--- src/rtl/rng_share_arbiter.sv ---
// rng_share_arbiter: round-robin access to one shared xorshift32 PRNG.
// Each grant steps the PRNG once and scales the new word into [0, bound).
module rng_share_arbiter #(
    parameter int          NUM_REQ = 4,
    parameter int          BOUND_W = 16,
    parameter logic [31:0] SEED    = 32'hACE1BEEF
) (
    input  logic                       clk,
    input  logic                       reset,
    input  logic [NUM_REQ-1:0]         req_valid,
    input  logic [NUM_REQ*BOUND_W-1:0] req_bound,
    output logic [NUM_REQ-1:0]         req_ready,
    output logic                       rsp_valid,
    input  logic                       rsp_ready,
    output logic [$clog2(NUM_REQ)-1:0] rsp_id,
    output logic [BOUND_W-1:0]         rsp_value,
    output logic [31:0]                rsp_raw,
    input  logic                       seed_load,
    input  logic [31:0]                seed_value,
    output logic                       busy
);

    localparam int ID_W   = $clog2(NUM_REQ);
    localparam int PROD_W = 32 + BOUND_W;

    typedef enum logic [1:0] {
        IDLE  = 2'd0,
        STEP  = 2'd1,
        SCALE = 2'd2,
        RESP  = 2'd3
    } state_t;

    state_t              state_q, state_d;
    logic [31:0]         prng_q, prng_d;
    logic [ID_W-1:0]     rr_ptr_q, rr_ptr_d;
    logic [BOUND_W-1:0]  bound_q, bound_d;
    logic [ID_W-1:0]     id_q, id_d;
    logic [ID_W-1:0]     rsp_id_q, rsp_id_d;
    logic [BOUND_W-1:0]  rsp_value_q, rsp_value_d;
    logic [31:0]         rsp_raw_q, rsp_raw_d;
    logic                rsp_valid_q, rsp_valid_d;
    logic                busy_q, busy_d;
    logic [NUM_REQ-1:0]  grant_s;
    logic                found_s;
    logic [ID_W-1:0]     winner_s;
    logic [ID_W-1:0]     idx_s;
    logic [PROD_W-1:0]   prod_s;

    function automatic logic [31:0] xs32(input logic [31:0] x);
        logic [31:0] y;
        y = x ^ (x << 13);
        y = y ^ (y >> 17);
        y = y ^ (y << 5);
        return y;
    endfunction

    // Round-robin search starting just after the last winner.
    always_comb begin
        found_s  = 1'b0;
        winner_s = '0;
        idx_s    = '0;
        for (int k = 1; k <= NUM_REQ; k++) begin
            idx_s = ID_W'((int'(rr_ptr_q) + k) % NUM_REQ);
            if (!found_s && req_valid[idx_s]) begin
                found_s  = 1'b1;
                winner_s = idx_s;
            end else begin
                found_s = found_s;
            end
        end
    end

    // Next-state, PRNG and response datapath.
    always_comb begin
        state_d     = state_q;
        prng_d      = prng_q;
        rr_ptr_d    = rr_ptr_q;
        bound_d     = bound_q;
        id_d        = id_q;
        rsp_id_d    = rsp_id_q;
        rsp_value_d = rsp_value_q;
        rsp_raw_d   = rsp_raw_q;
        grant_s     = '0;
        prod_s      = PROD_W'(prng_q) * PROD_W'(bound_q);
        case (state_q)
            IDLE: begin
                // A seed load owns the cycle; no grant alongside it.
                if (seed_load) begin
                    prng_d = (seed_value == 32'd0) ? SEED : seed_value;
                end else if (found_s) begin
                    grant_s[winner_s] = 1'b1;
                    bound_d  = req_bound[winner_s*BOUND_W +: BOUND_W];
                    id_d     = winner_s;
                    rr_ptr_d = winner_s;
                    state_d  = STEP;
                end else begin
                    state_d = IDLE;
                end
            end
            STEP: begin
                prng_d  = xs32(prng_q);
                state_d = SCALE;
            end
            SCALE: begin
                if (bound_q == '0) begin
                    rsp_value_d = prng_q[BOUND_W-1:0];
                end else begin
                    rsp_value_d = BOUND_W'(prod_s >> 32'd32);
                end
                rsp_raw_d = prng_q;
                rsp_id_d  = id_q;
                state_d   = RESP;
            end
            RESP: begin
                if (rsp_ready) begin
                    state_d = IDLE;
                end else begin
                    state_d = RESP;
                end
            end
            default: begin
                state_d = IDLE;
            end
        endcase
        rsp_valid_d = (state_d == RESP);
        busy_d      = (state_d != IDLE);
    end

    // FSM, PRNG state and registered response outputs.
    always_ff @(posedge clk or posedge reset) begin
        if (reset) begin
            state_q     <= IDLE;
            prng_q      <= SEED;
            rr_ptr_q    <= ID_W'(NUM_REQ - 1);
            bound_q     <= '0;
            id_q        <= '0;
            rsp_id_q    <= '0;
            rsp_value_q <= '0;
            rsp_raw_q   <= 32'd0;
            rsp_valid_q <= 1'b0;
            busy_q      <= 1'b0;
        end else begin
            state_q     <= state_d;
            prng_q      <= prng_d;
            rr_ptr_q    <= rr_ptr_d;
            bound_q     <= bound_d;
            id_q        <= id_d;
            rsp_id_q    <= rsp_id_d;
            rsp_value_q <= rsp_value_d;
            rsp_raw_q   <= rsp_raw_d;
            rsp_valid_q <= rsp_valid_d;
            busy_q      <= busy_d;
        end
    end

    assign req_ready = grant_s;
    assign rsp_valid = rsp_valid_q;
    assign rsp_id    = rsp_id_q;
    assign rsp_value = rsp_value_q;
    assign rsp_raw   = rsp_raw_q;
    assign busy      = busy_q;

endmodule

--- config.mk ---
export PLATFORM = sky130hd
export DESIGN_NAME = rng_share_arbiter
export DESIGN_NICKNAME = d
export VERILOG_FILES = /design/src/rtl/rng_share_arbiter.sv
export SDC_FILE = /design/constraint.sdc
export NUM_CORES = 1
export LEC_CHECK = 0
export CAP_MARGIN = 40
export CELL_PAD_IN_SITES_DETAIL_PLACEMENT = 0
export CELL_PAD_IN_SITES_GLOBAL_PLACEMENT = 1
export CORE_MARGIN = 2
export CORE_UTILIZATION = 25
export CTS_CLUSTER_SIZE = 30
export DETAILED_ROUTE_END_ITERATION = 12
export GPL_ROUTABILITY_DRIVEN = 1
export HOLD_SLACK_MARGIN = 0.02
export PLACE_DENSITY_LB_ADDON = 0.1
export REMOVE_ABC_BUFFERS = 1
export SYNTH_ARGS = -nofsm -noshare
export SYNTH_HDL_FRONTEND = slang
export SYNTH_SLANG_ARGS = --single-unit
--- constraint.sdc ---
create_clock -name clk -period 20.1 [get_ports clk]
set_input_delay 6.03 -clock clk [delete_from_list [all_inputs] [get_ports clk]]
set_output_delay 6.03 -clock clk [all_outputs]
set_load 0.05 [all_outputs]
# Word-level counts from Yosys, hierarchy flattened
# Cells that the tools add are included.
[word_totals] ff_bits=106 inputBits=104 out_inout_bits=56 wordCells=74
[classes] addsub=4 multipliers=1 n_lt_le_gt_ge=6 eq_ne=5 shifts=1 mux=29 bitwise_logic=4 reduce_logical=14
[ops] cell="two-way mux 32 bit" n=2
[ops] cell="case mux 32 bit (2 select lines)" n=1
[ops] cell="variable part select 64 x 7 -> 16 bit" n=1
[ops] cell="XOR 32 bit" n=2
[ops] cell="multiplier 32 x 16 -> 48 bit" n=1
[ops] cell="logical NOT 32 bit" n=1
[ops] cell="XOR 32 x 15 -> 32 bit" n=1
[ops] cell="logical NOT 16 bit" n=1
[ops] cell="two-way mux 16 bit" n=1
[ops] cell="less-than comparator 2 x 3 -> 1 bit (second input constant)" n=5
[ops] cell="two-way mux 2 bit" n=6
[ops] cell="two-way mux 4 bit" n=3
[ops] cell="two-way mux 1 bit" n=10
[ops] cell="binary-select mux 1 bit (select 2 bit)" n=4
[ops] cell="case mux 2 bit (4 select lines)" n=1
[ops] cell="== test 2 bit (second input constant)" n=3
[ops] cell="adder 2 x 1 -> 2 bit (second input constant)" n=2
[ops] cell="adder 2 bit (second input constant)" n=2
[ops] cell="logical AND 1 bit" n=4
[ops] cell="nonzero test 2 bit" n=2
[ops] cell="logical NOT 1 bit" n=3
[ops] cell="AND reduction 3 bit" n=1
[ops] cell="demux 1 bit (select 2 bit)" n=1
[ops] cell="== test 2 x 1 -> 1 bit (second input constant)" n=1
[ops] cell="other kinds (5)" n=5

# Longest topological paths before layout
[logic_depth] depth_word=20 depth_mapped=24 depth_no_buf=22

# Worst setup path before layout
# Ideal clock, no wire load.
[synth_timing] path_kind="input port to output port" startpoint="input req_valid[2]" endpoint="output req_ready[1]" arrival_ns=8.103 required_time_ns=14.070 setup_slack_ns=5.967 stages=5 path_buffers=1 cell_sequence="inv_1 -> nand2_1 -> o221ai_1 -> clkbuf_1 -> nor3b_1"
[synth_via] elab_chain_cells=19 elab_cells_between_ends=30 classes_between="order compare (2); mux (21); reduce/logical (7)"
[synth_rtl] element="start, declared" line="10" rtl="input logic [NUM_REQ-1:0] req_valid,"
[synth_rtl] element="binary-select mux 1 bit (select 2 bit)" line="64" rtl="if (!found_s && req_valid[idx_s]) begin"
[synth_rtl] element="two-way mux 1 bit (implied by the code)" line="64"
[synth_rtl] element="two-way mux 1 bit" line="64"
[synth_rtl] element="logical NOT 1 bit" line="64"
[synth_rtl] element="logical AND 1 bit" line="64"
[synth_rtl] element="two-way mux 1 bit" line="64"
[synth_rtl] element="logical NOT 1 bit" line="64"
[synth_rtl] element="logical AND 1 bit" line="64"
[synth_rtl] element="[... 3 more ...]"
[synth_rtl] element="two-way mux 2 bit" line="64"
[synth_rtl] element="less-than comparator 2 x 3 -> 1 bit (implied by the code) or >= comparator 2 x 1 -> 1 bit (tied branches)" line="91" rtl="grant_s[winner_s] = 1'b1;"
[synth_rtl] element="logical AND 1 bit (implied by the code)" line="91"
[synth_rtl] element="two-way mux 1 bit (implied by the code)" line="91"
[synth_rtl] element="demux 1 bit (select 2 bit)" line="91"
[synth_rtl] element="two-way mux 4 bit *" line="90" rtl="end else if (found_s) begin"
[synth_rtl] element="two-way mux 4 bit *" line="88" rtl="if (seed_load) begin"
[synth_rtl] element="two-way mux 4 bit *" line="85" rtl="case (state_q)"
[synth_rtl] element="end, declared" line="12" rtl="output logic [NUM_REQ-1:0] req_ready,"
# Every way passes the cells marked *; elsewhere a longest branch is shown, timed or not. The select of a mux whose other input is x is not followed.

# Worst setup path in the final report
[layout_timing] startpoint="input seed_load" endpoint="output req_ready[3]"
[layout_via] elab_chain_cells=2
[layout_rtl] element="start, declared" line="18" rtl="input logic seed_load,"
[layout_rtl] element="two-way mux 4 bit" line="88"
[layout_rtl] element="two-way mux 4 bit" line="85"
# No other way between the ends.

==> results.toml <==
[critical_path]
timing.rr.end = "rsp_value[15]$_DFFE_PP0P_"
cp.arrival_ns = 8.66
worstSetupStartpointType = "input pin"
path_class = "input pin to output port"
rr_worst_depth = 20
worstSetupStartpoint = "seed_load"
r2r_slack_ns = 12.72
worstSetupEndpoint = "req_ready[3]"
critPathMaxFanout = 12
required_ns = 14.07
cp-end-kind = "output port"
r2r-start = "prng_q[18]$_DFFE_PP0P_"

[floorplanning]
start_util_pct = 25.2
die-area_mm2 = 0.0885
rows = 107
ios = 160
coreArea_mm2 = 0.0853
die_h_um = 297
die_w_um = 297

[grt]
grt_max_degree = 52
grt-ovfl-total = 0
grt_first_pass_wirelength_um = 122000
grt_pass1_vias = 18828
antenna_found_initial = 3
grt_usage_pct = 18.4

[timing]
slew_headroom_pct = 41.1
rsz0062_at_grt = "false"
clock_skew_ns = 0.0242
layout_min_cycle_time_ns = 14.69
setup_viol = 0
drv_slew = 0
finalCritPeriodShare_pct = 73.1
fmax_ghz = 0.0681
hold_violations = 0
worst_pin_slew_ns = 0.884
timing.setup.tns_ns = 0

[cells_and_area]
final_nets = 3169
drive_gt1_share_pct = 5.28
area.growth.synth_to_final_pct = 14.5

[yosys]
syn_inst = 2481
syn-cell-area_mm2 = 0.0215
synth-warning-count = 0
yosysSeqAreaShare_pct = 12.5
synth_cell_types = 75
syn_avg_cell_area_um2 = 8.68
ys.flop_type = "dfrtp_1"
synth-seq-cells = 106
async_flop_share_pct = 100
synth_edf_count = 0

[route]
vias = 16914
via_per_inst = 4.59
wl_per_cell_um = 21.6
dr.first_iter.drc_count = 720
ant_nets = 0
drc = 0
totalWireLength_um = 79600
first_pass_iters = 5

[clocking]
cts_root_buf = "clkbuf_16"
postCtsSetupBuffers = 0
cts_resized = 0
clk_pin_slew_worst_paths_ns = 0.07
ctsHoldBuffers = 0
cts_tree = "done"
numCtsBuffers = 9
htreeDepth = 3
clk_latency_ns = 0.41
clock_path_buffers = 2
cts.sinks = 106

[placement]
dpl.hpwl_um = 58100
io_buffers = 159
place.gp.congestion = 0.777

[status]
outcome = "completed"

[worst_hold_path]
min_path_type = "flop to flop"

[flow_run]
maxCapViolCount = 0
[synthesized netlist by cell type (6+ instances only)]
master    number  area share (%)
dfrtp_1       83             9.6
nor2_1        57            0.99
buf_1          8            0.14
o22ai_1        8            0.23
and3_1         9            0.26
nand2_1      463             8.1
xor2_1        18            0.73
mux2i_1       19            0.88
a211oi_1      19            0.66
xnor2_1       55             2.2
and2_1       207             6.0
dfstp_2       23             2.8
ha_1         117             6.8
o21a_1         7            0.24
a311oi_1       6            0.24
nor2b_1       21            0.61
nand4_1       11            0.32
o21ai_0       56             1.3
o31ai_1       15            0.52
mux2_2        16            0.84
a21o_1        16            0.56
a31oi_1        8            0.23
inv_1        457             8.0
clkbuf_1     150             2.6
nor3_1        17            0.40
nor4_1        13            0.38
a21oi_1       86             2.0
a22oi_1        6            0.21
fa_1         417              39
nand3_1       19            0.44
[critical path, stage by stage]
cell and delay [ns]:
clkdlybuf4s50_1 0.45, nor3_1 0.30, a21boi_2 0.60, buf_8 0.23
nand2_1 0.10, nor2b_1 0.14, clkdlybuf4s50_1 0.81
[cells by family after synthesis]
logic type / after synthesis / share of synthesized area [%]
muxes: 35 / 1.72
xor gates and xnor gates: 73 / 2.97
adders and majority gates: 534 / 45.6
and+or+nand+nor: 840 / 18.3
DFF: 106 / 12.5
buffers and inverters: 622 / 11.0
AOI/OAI and AO/OA: 271 / 8.01
[worst min path at each step]
| stage | startpoint | endpoint | slack, ns | cells past startpoint |
|---|---|---|---|---|
| after floorplan | id_q[0]$_DFFE_PP0P_ | rsp_id[0]$_DFFE_PP0P_ | 0.44 | 2 |
| after global placement | id_q[0]$_DFFE_PP0P_ | rsp_id[0]$_DFFE_PP0P_ | 0.46 | 2 |
| after detailed placement | id_q[0]$_DFFE_PP0P_ | rsp_id[0]$_DFFE_PP0P_ | 0.46 | 2 |
| after CTS | id_q[0]$_DFFE_PP0P_ | rsp_id[0]$_DFFE_PP0P_ | 0.48 | 2 |
| after global routing | rsp_raw[0]$_DFFE_PP0P_ | rsp_raw[0]$_DFFE_PP0P_ | 0.51 | 2 |
| final | id_q[0]$_DFFE_PP0P_ | rsp_id[0]$_DFFE_PP0P_ | 0.48 | 2 |
[layer usage]
metal  GRT usage (%)  part of all wire [%]  wire length [µm]
met1            23.9                    44             35100
met2            33.8                    52             41500
met3            1.18                   2.3              1850
met4            3.31                   1.5              1190
met5               0                     0                 0
[metrics by stage]
step / util [%] / setup slack (ns) / std cells / cell area [µm²] / hold slack, ns
floorplan: - / 4.34 / 2316 / 20900 / 0.439
CTS: 28.9 / 5.38 / 3680 / 24700 / 0.479
finish: 28.9 / 5.41 / 3683 / 24700 / 0.480
detailed placement: 28.6 / 5.39 / 3664 / 24400 / 0.460
global placement: 28.4 / 5.10 / 3654 / 24200 / 0.460
global route: 28.9 / 5.26 / 3681 / 24700 / 0.505
[final cells by class]
type	instances	area, µm²
fill	9332	60600
multi-input combinational	1753	16500
sequential	106	2690
timing repair buffer	204	2010
inverter	457	1720
tap	1144	1430
clock buffer	10	229
clock inverter	6	50.0
antenna	3	7.51
[registers in the layout, indices dropped and copies added, names as in the netlist]
name and count:
rsp_raw 32, rsp_valid 1, prng_q 32, bound_q 16
id_q 2, rr_ptr_q 2, state_q 2, busy 1
rsp_value 16, rsp_id 2
[cells in the final DEF (no fill, tap or decap), types with 23 or more instances in the layout]
cell	netlist	routed
nand2_1	463	462
inv_1	457	456
fa_1	417	417
and2_1	207	207
clkdlybuf4s50_1	0	159
ha_1	117	117
a21oi_1	86	85
dfrtp_1	83	73
o21ai_0	56	56
nor2_1	57	55
xnor2_1	55	55
buf_4	2	36
dfstp_2	23	23
Power is left out: the tool's default activity adds up to more than one toggle a clock period on the data nets, which glitch-free logic cannot reach.
